## src/rtl/adc_buf_pkg.sv

```systemverilog
// Shared types and helpers for the ADC sample buffer write controller.
package adc_buf_pkg;

    localparam int BUF_WORD_WIDTH = 32;
    localparam int HALF_WORD      = BUF_WORD_WIDTH / 2;

    typedef enum logic [1:0] {
        ST_IDLE  = 2'd0,
        ST_ARMED = 2'd1,
        ST_RUN   = 2'd2
    } buf_state_t;

    // Channel id in the upper half-word, sample in the lower, both zero-extended by the caller.
    function automatic logic [BUF_WORD_WIDTH-1:0] pack_wdata(
        input logic [HALF_WORD-1:0] chid,
        input logic [HALF_WORD-1:0] data
    );
        return {chid, data};
    endfunction

endpackage

```

## src/rtl/adc_buf_ctrl_adc_sample_filter.sv

```systemverilog
// Combinational sample qualification: channel range, live mask and trigger-channel match.
module adc_sample_filter #(
    parameter int ADC_NUM_CHS    = 8,
    parameter int ADC_CHID_WIDTH = 4
) (
    input  logic                      valid_i,
    input  logic [ADC_CHID_WIDTH-1:0] chid_i,
    input  logic [ADC_NUM_CHS-1:0]    ch_mask_i,
    input  logic [ADC_CHID_WIDTH-1:0] trig_chid_i,
    output logic                      sample_ok_o,
    output logic                      trig_hit_o
);

    logic [ADC_NUM_CHS-1:0] ch_hit;

    // One decoder per channel; ids at or above ADC_NUM_CHS match no entry and are dropped.
    generate
        for (genvar gi = 0; gi < ADC_NUM_CHS; gi++) begin : g_ch
            assign ch_hit[gi] = (chid_i == ADC_CHID_WIDTH'(gi)) && ch_mask_i[gi];
        end
    endgenerate

    assign sample_ok_o = valid_i && (|ch_hit);
    assign trig_hit_o  = sample_ok_o && (chid_i == trig_chid_i);

endmodule

```

## src/rtl/adc_buf_ctrl.sv

```systemverilog
// Write-side controller: filters ADC samples and writes them into a linear or circular buffer region.
module adc_buf_ctrl
    import adc_buf_pkg::*;
#(
    parameter int ADC_NUM_CHS    = 8,
    parameter int ADC_CHID_WIDTH = 4,
    parameter int ADC_DATA_WIDTH = 16,
    parameter int BUF_AWIDTH     = 10,
    parameter int BUF_TRANS_SIZE = 10
) (
    input  logic                      clk_i,
    input  logic                      rstn_i,
    input  logic [BUF_AWIDTH-1:0]     cfg_buf_startaddr_i,
    input  logic [BUF_TRANS_SIZE-1:0] cfg_buf_size_i,
    input  logic [BUF_TRANS_SIZE-1:0] cfg_buf_flevel_i,
    input  logic                      cfg_buf_continuous_i,
    input  logic                      cfg_buf_en_i,
    input  logic                      cfg_buf_clr_i,
    input  logic [ADC_NUM_CHS-1:0]    cfg_buf_ch_mask_i,
    input  logic                      cfg_buf_en_mode_i,
    input  logic [ADC_CHID_WIDTH-1:0] cfg_buf_en_chid_i,
    input  logic                      adc_valid_i,
    input  logic [ADC_CHID_WIDTH-1:0] adc_chid_i,
    input  logic [ADC_DATA_WIDTH-1:0] adc_data_i,
    output logic                      buf_we_o,
    output logic [BUF_AWIDTH-1:0]     buf_addr_o,
    output logic [BUF_WORD_WIDTH-1:0] buf_wdata_o,
    output logic                      cfg_buf_en_o,
    output logic [BUF_AWIDTH-1:0]     cfg_buf_curr_addr_o,
    output logic [BUF_TRANS_SIZE-1:0] cfg_buf_bytes_left_o,
    output logic                      evt_flevel_o,
    output logic                      evt_done_o
);

    buf_state_t                state_reg;
    logic [BUF_AWIDTH-1:0]     curr_addr_reg;
    logic [BUF_TRANS_SIZE-1:0] left_reg;
    logic [BUF_TRANS_SIZE-1:0] written_reg;
    logic [BUF_TRANS_SIZE-1:0] flevel_reg;
    logic                      cont_reg;
    logic [ADC_CHID_WIDTH-1:0] trig_chid_reg;

    logic                      buf_we_reg;
    logic [BUF_AWIDTH-1:0]     buf_addr_reg;
    logic [BUF_WORD_WIDTH-1:0] buf_wdata_reg;
    logic                      evt_flevel_reg;
    logic                      evt_done_reg;

    logic                      sample_ok;
    logic                      trig_hit;
    logic                      accept;
    logic                      last_word;
    logic [BUF_TRANS_SIZE-1:0] written_inc;
    logic [BUF_AWIDTH-1:0]     addr_inc;

    adc_sample_filter #(
        .ADC_NUM_CHS    (ADC_NUM_CHS),
        .ADC_CHID_WIDTH (ADC_CHID_WIDTH)
    ) u_filter (
        .valid_i     (adc_valid_i),
        .chid_i      (adc_chid_i),
        .ch_mask_i   (cfg_buf_ch_mask_i),
        .trig_chid_i (trig_chid_reg),
        .sample_ok_o (sample_ok),
        .trig_hit_o  (trig_hit)
    );

    // A clear in the same cycle kills the sample, so no strobe is ever issued for it.
    assign accept = !cfg_buf_clr_i &&
                    (((state_reg == ST_RUN) && sample_ok) ||
                     ((state_reg == ST_ARMED) && trig_hit));

    assign last_word   = (left_reg == BUF_TRANS_SIZE'(1));
    assign written_inc = written_reg + BUF_TRANS_SIZE'(1);
    assign addr_inc    = curr_addr_reg + BUF_AWIDTH'(1);

    always_ff @(posedge clk_i or negedge rstn_i) begin
        if (!rstn_i) begin
            state_reg      <= ST_IDLE;
            curr_addr_reg  <= '0;
            left_reg       <= '0;
            written_reg    <= '0;
            flevel_reg     <= '0;
            cont_reg       <= 1'b0;
            trig_chid_reg  <= '0;
            buf_we_reg     <= 1'b0;
            buf_addr_reg   <= '0;
            buf_wdata_reg  <= '0;
            evt_flevel_reg <= 1'b0;
            evt_done_reg   <= 1'b0;
        end else begin
            buf_we_reg     <= 1'b0;
            buf_addr_reg   <= '0;
            buf_wdata_reg  <= '0;
            evt_flevel_reg <= 1'b0;
            evt_done_reg   <= 1'b0;

            if (cfg_buf_clr_i) begin
                state_reg <= ST_IDLE;
                left_reg  <= '0;
            end else begin
                case (state_reg)
                    ST_IDLE: begin
                        if (cfg_buf_en_i && (cfg_buf_size_i != '0)) begin
                            curr_addr_reg <= cfg_buf_startaddr_i;
                            left_reg      <= cfg_buf_size_i;
                            written_reg   <= '0;
                            flevel_reg    <= cfg_buf_flevel_i;
                            cont_reg      <= cfg_buf_continuous_i;
                            trig_chid_reg <= cfg_buf_en_chid_i;
                            state_reg     <= cfg_buf_en_mode_i ? ST_ARMED : ST_RUN;
                        end
                    end
                    ST_ARMED, ST_RUN: begin
                        if (accept) begin
                            buf_we_reg     <= 1'b1;
                            buf_addr_reg   <= curr_addr_reg;
                            buf_wdata_reg  <= pack_wdata(HALF_WORD'(adc_chid_i),
                                                         HALF_WORD'(adc_data_i));
                            evt_flevel_reg <= (flevel_reg != '0) && (written_inc == flevel_reg);
                            if (last_word) begin
                                evt_done_reg <= 1'b1;
                                // Reload from the live config; a zero size cannot sustain a run.
                                if (cont_reg && (cfg_buf_size_i != '0)) begin
                                    curr_addr_reg <= cfg_buf_startaddr_i;
                                    left_reg      <= cfg_buf_size_i;
                                    written_reg   <= '0;
                                    flevel_reg    <= cfg_buf_flevel_i;
                                    cont_reg      <= cfg_buf_continuous_i;
                                    state_reg     <= ST_RUN;
                                end else begin
                                    curr_addr_reg <= addr_inc;
                                    left_reg      <= '0;
                                    written_reg   <= written_inc;
                                    state_reg     <= ST_IDLE;
                                end
                            end else begin
                                curr_addr_reg <= addr_inc;
                                left_reg      <= left_reg - BUF_TRANS_SIZE'(1);
                                written_reg   <= written_inc;
                                state_reg     <= ST_RUN;
                            end
                        end
                    end
                    default: state_reg <= ST_IDLE;
                endcase
            end
        end
    end

    assign buf_we_o             = buf_we_reg;
    assign buf_addr_o           = buf_addr_reg;
    assign buf_wdata_o          = buf_wdata_reg;
    assign evt_flevel_o         = evt_flevel_reg;
    assign evt_done_o           = evt_done_reg;
    assign cfg_buf_en_o         = (state_reg != ST_IDLE);
    assign cfg_buf_curr_addr_o  = curr_addr_reg;
    assign cfg_buf_bytes_left_o = left_reg;

endmodule

```

## config.mk

```make
export PLATFORM = sky130hd
export DESIGN_NAME = adc_buf_ctrl
export DESIGN_NICKNAME = d
export VERILOG_FILES = /design/src/rtl/adc_buf_pkg.sv /design/src/rtl/adc_buf_ctrl_adc_sample_filter.sv /design/src/rtl/adc_buf_ctrl.sv
export SDC_FILE = /design/constraint.sdc
export NUM_CORES = 1
export LEC_CHECK = 0
export BUFFER_PORTS_ARGS = -buffer_cell sky130_fd_sc_hd__buf_2
export CORE_ASPECT_RATIO = 1.25
export CORE_MARGIN = 5
export CORE_UTILIZATION = 35
export DETAILED_ROUTE_END_ITERATION = 8
export PLACE_DENSITY = 0.61
export SKIP_CTS_REPAIR_TIMING = 1
export SLEW_MARGIN = 20
export SYNTH_ARGS = -nofsm -noshare
export SYNTH_HDL_FRONTEND = slang
export SYNTH_SLANG_ARGS = --single-unit
```

## constraint.sdc

```tcl
create_clock -name clk_i -period 2.7 [get_ports clk_i]
set_input_delay 0.81 -clock clk_i [delete_from_list [all_inputs] [get_ports clk_i]]
set_output_delay 0.81 -clock clk_i [all_outputs]
set_load 0.005 [all_outputs]
```

==> results.py <==
metrics = {
    "job": {
        "maxCapViolations": 0,
    },
    "sta": {
        "skew_ps": 8.71,
        "min_period_ps": 2430,
        "fmax_mhz": 412,
        "setup_viol": 0,
        "tightest_slew_ps": 615,
        "fin_crit_sh_pct": 89.8,
        "slew_headroom_pct": 58.7,
        "fin_tns_setup_ps": 0,
        "slew_viol_final": 0,
        "rsz0062_at_grt": "false",
        "hold_viol": 0,
    },
    "worst_setup_path": {
        "reg2regPathDepth": 9,
        "slowest_delay_ps": 430,
        "startpoint_type": "register",
        "slowest_stage": "dfrtp_1",
        "crit_buf_inv": 2,
        "r2r-start": "cfg_buf_bytes_left_o[1]",
        "cp_cell_sequence": "inv_1 -> ha_1 -> nor3b_1 -> nand3_1 -> o21ai_2 -> buf_4 -> a31oi_1 -> o21ai_0 -> o31ai_1",
        "worstSetupEndpointType": "register",
        "setup.worst_path.start": "cfg_buf_bytes_left_o[1]",
        "critPathKind": "reg -> reg",
        "cp.arrival_ps": 2630,
        "r2r_setup_slack_ps": 270,
        "rr_endpoint": "written_reg[9]",
        "critPathRequiredTime_ps": 2910,
        "critical_path.top_delay_family": "compound AO/OA/AOI/OAI gates",
        "cp_max_fo": 24,
    },
    "yosys": {
        "synth_top_area_share_pct": 46.4,
        "synthMuxAreaShare_pct": 6.53,
        "synth_xor_area_share_pct": 4.67,
        "synthTopCellsByArea": "dfrtp_1, and2_1, mux2_4",
        "synth.avg_cell_area_um2": 10.6,
        "synth_area_um2": 4310,
        "ys_ff_latch": 80,
        "synth_cell_types": 63,
        "yosys.area.top_type": "dfrtp_1",
        "ys_async_sr_fraction_pct": 100,
        "syn_inst": 406,
        "synthFlopType": "dfrtp_1",
        "synth_fa_ha_area_share_pct": 2.32,
        "yosysWarnings": 0,
        "yosysSeqAreaShare_pct": 46.4,
        "synth-simple-area-share_pct": 19.7,
        "synth-compound-area-share_pct": 13.9,
        "synth_top_family_by_area": "simple AND/OR/NAND/NOR gates",
        "synth-edff-count": 0,
        "synth_most_common_cell": "dfrtp_1",
        "netlist_top_cells_count": "dfrtp_1, and2_1, nor2_1, a21oi_1, o21ai_0",
    },
    "global_route": {
        "grtUsageTotal_pct": 14.5,
        "grt_overflow": 0,
        "grt_pass1_wl_um": 16900,
        "antenna_found_initial": 0,
        "grt_pass1_vias": 3458,
        "grt_start_max_net_pins": 42,
    },
    "pwr": {
        "power.static_leakage_uw": 0.00263,
        "cellPowerDensity_nw_per_um2": 999,
        "vdd_drop_max_mv": 0.401,
    },
    "cells_and_area": {
        "antenna_cells": 0,
        "drive_above_1_share_pct": 34.4,
        "areaGrowthSynthToFinish_pct": 23.9,
        "multi_input_area_um2": 2090,
        "finalNetCount": 607,
        "largest_reg_flops": 20,
        "n_fill_cell": 1155,
        "final_cell_count_no_fill": 699,
        "regArea_um2": 2000,
    },
    "drt": {
        "drt_wl_total_um": 10500,
        "vias": 3428,
        "first_iter_violations": 235,
        "dr.pass1.iters": 4,
        "wl_per_cell_um": 15.0,
        "drcViolationCount": 0,
        "antenna_left": 0,
        "vias_per_cell": 4.90,
    },
    "status": {
        "status": "finished clean",
    },
    "cts": {
        "htree_levels": 3,
        "cts_tree": "yes",
        "cts.sinks": 80,
        "cts_root_buf": "clkbuf_16",
        "clk_pin_slew_ps": 60,
        "cts.path.max_buffers": 2,
        "numCtsBuffers": 9,
        "insertion_delay_ps": 340,
    },
    "floorplan": {
        "start_util_pct": 35.6,
        "die_w_um": 109,
        "core-area_um2": 12100,
        "dieArea_um2": 14600,
        "die_h_um": 134,
        "rows": 45,
        "io_pins": 135,
    },
    "hold_path": {
        "hold_class": "in -> async",
    },
    "placed_design": {
        "place_inst": 683,
        "gp_routability_congestion": 0.876,
        "place_hpwl_um": 7930,
        "portBuffers": 122,
    },
}
==> report_power, final <==
part           switching [uW]  total, uW  internal, uW
registers                 317       1770          1460
logic                    1230       2410          1180
clock network             516       1150           632
total                    2070       5330          3270
==> cells in the final DEF, fill, tap and decap left out, types with 3 or more instances in the layout <==
cell / instances
buf_2: 121
dfrtp_1: 80
and2_1: 37
nor2_1: 24
a21oi_1: 20
o21ai_0: 20
xnor2_1: 18
nand3_1: 15
nand2_1: 13
conb_1: 13
mux2_4: 11
nor3_1: 11
inv_1: 10
nor4_1: 9
clkbuf_16: 9
ha_1: 8
buf_4: 8
o21ai_1: 7
o31ai_1: 7
mux2i_1: 6
o2bb2ai_1: 6
nor2b_1: 5
and3_1: 5
xor2_1: 5
mux2_2: 5
nand2b_1: 4
a31oi_1: 3
clkinvlp_4: 3
buf_12: 3
==> per-layer routing <==
metal  wire (um)  part of all wire [%]  track usage, %
met4         202                   1.9            6.24
met2        5290                    50            24.8
met5           0                     0               0
met3         734                   7.0            3.32
met1        4280                    41            17.4
==> worst reg2reg max path, delay by kind of cell (launching register included) <==
kind | cells | cell delay, ps
compound gates | 4 | 710
buf+inv | 2 | 440
simple gates | 2 | 590
fa+ha+maj | 1 | 140
flops | 1 | 430
==> through the flow <==
stage / hold slack (ps) / utilization [%] / area (um^2) / power (uW) / worst slack, ps
floorplan: 466 / - / 4360 / 3620 / 300
global placement: 496 / 41.8 / 5060 / 4140 / 92.2
detailed placement: 501 / 41.8 / 5060 / 4200 / 5.80
CTS: 472 / 44.1 / 5340 / 5370 / 274
global route: 492 / 44.1 / 5340 / 5730 / 103
finish: 451 / 44.1 / 5340 / 5330 / 274
==> worst max path at each step <==
stage                        endpoint  slack [ps]  cells after the start
6_report               written_reg[9]         270                      9
5_1_grt                written_reg[4]         100                      8
4_1_cts                 flevel_reg[8]         270                      9
3_5_place_dp   cfg_buf_curr_addr_o[8]           6                      8
3_3_place_gp   cfg_buf_curr_addr_o[0]          90                      8
2_1_floorplan                cont_reg         300                      6
==> area by class of cell <==
| cell class | instances | area share (%) |
|---|---|---|
| inverters | 10 | 0.703 |
| clock inverters | 7 | 1.05 |
| repair buffers | 132 | 13.6 |
| well taps | 164 | 3.84 |
| clock buffers | 9 | 4.22 |
| multi-input cells | 297 | 39.1 |
| flip-flops and latches | 80 | 37.5 |
==> kinds of logic (layout without fill, tap and decap cells) <==
family / after synthesis / in the layout
and+or+nand+nor: 145 / 145
AOI/OAI and AO/OA: 86 / 86
DFF: 80 / 80
buffers and inverters: 41 / 158
xor gates and xnor gates: 23 / 23
muxes: 22 / 22
adders and majority gates: 8 / 8
other: 1 / 13
Note: power is estimated with default switching activity, not from simulation.
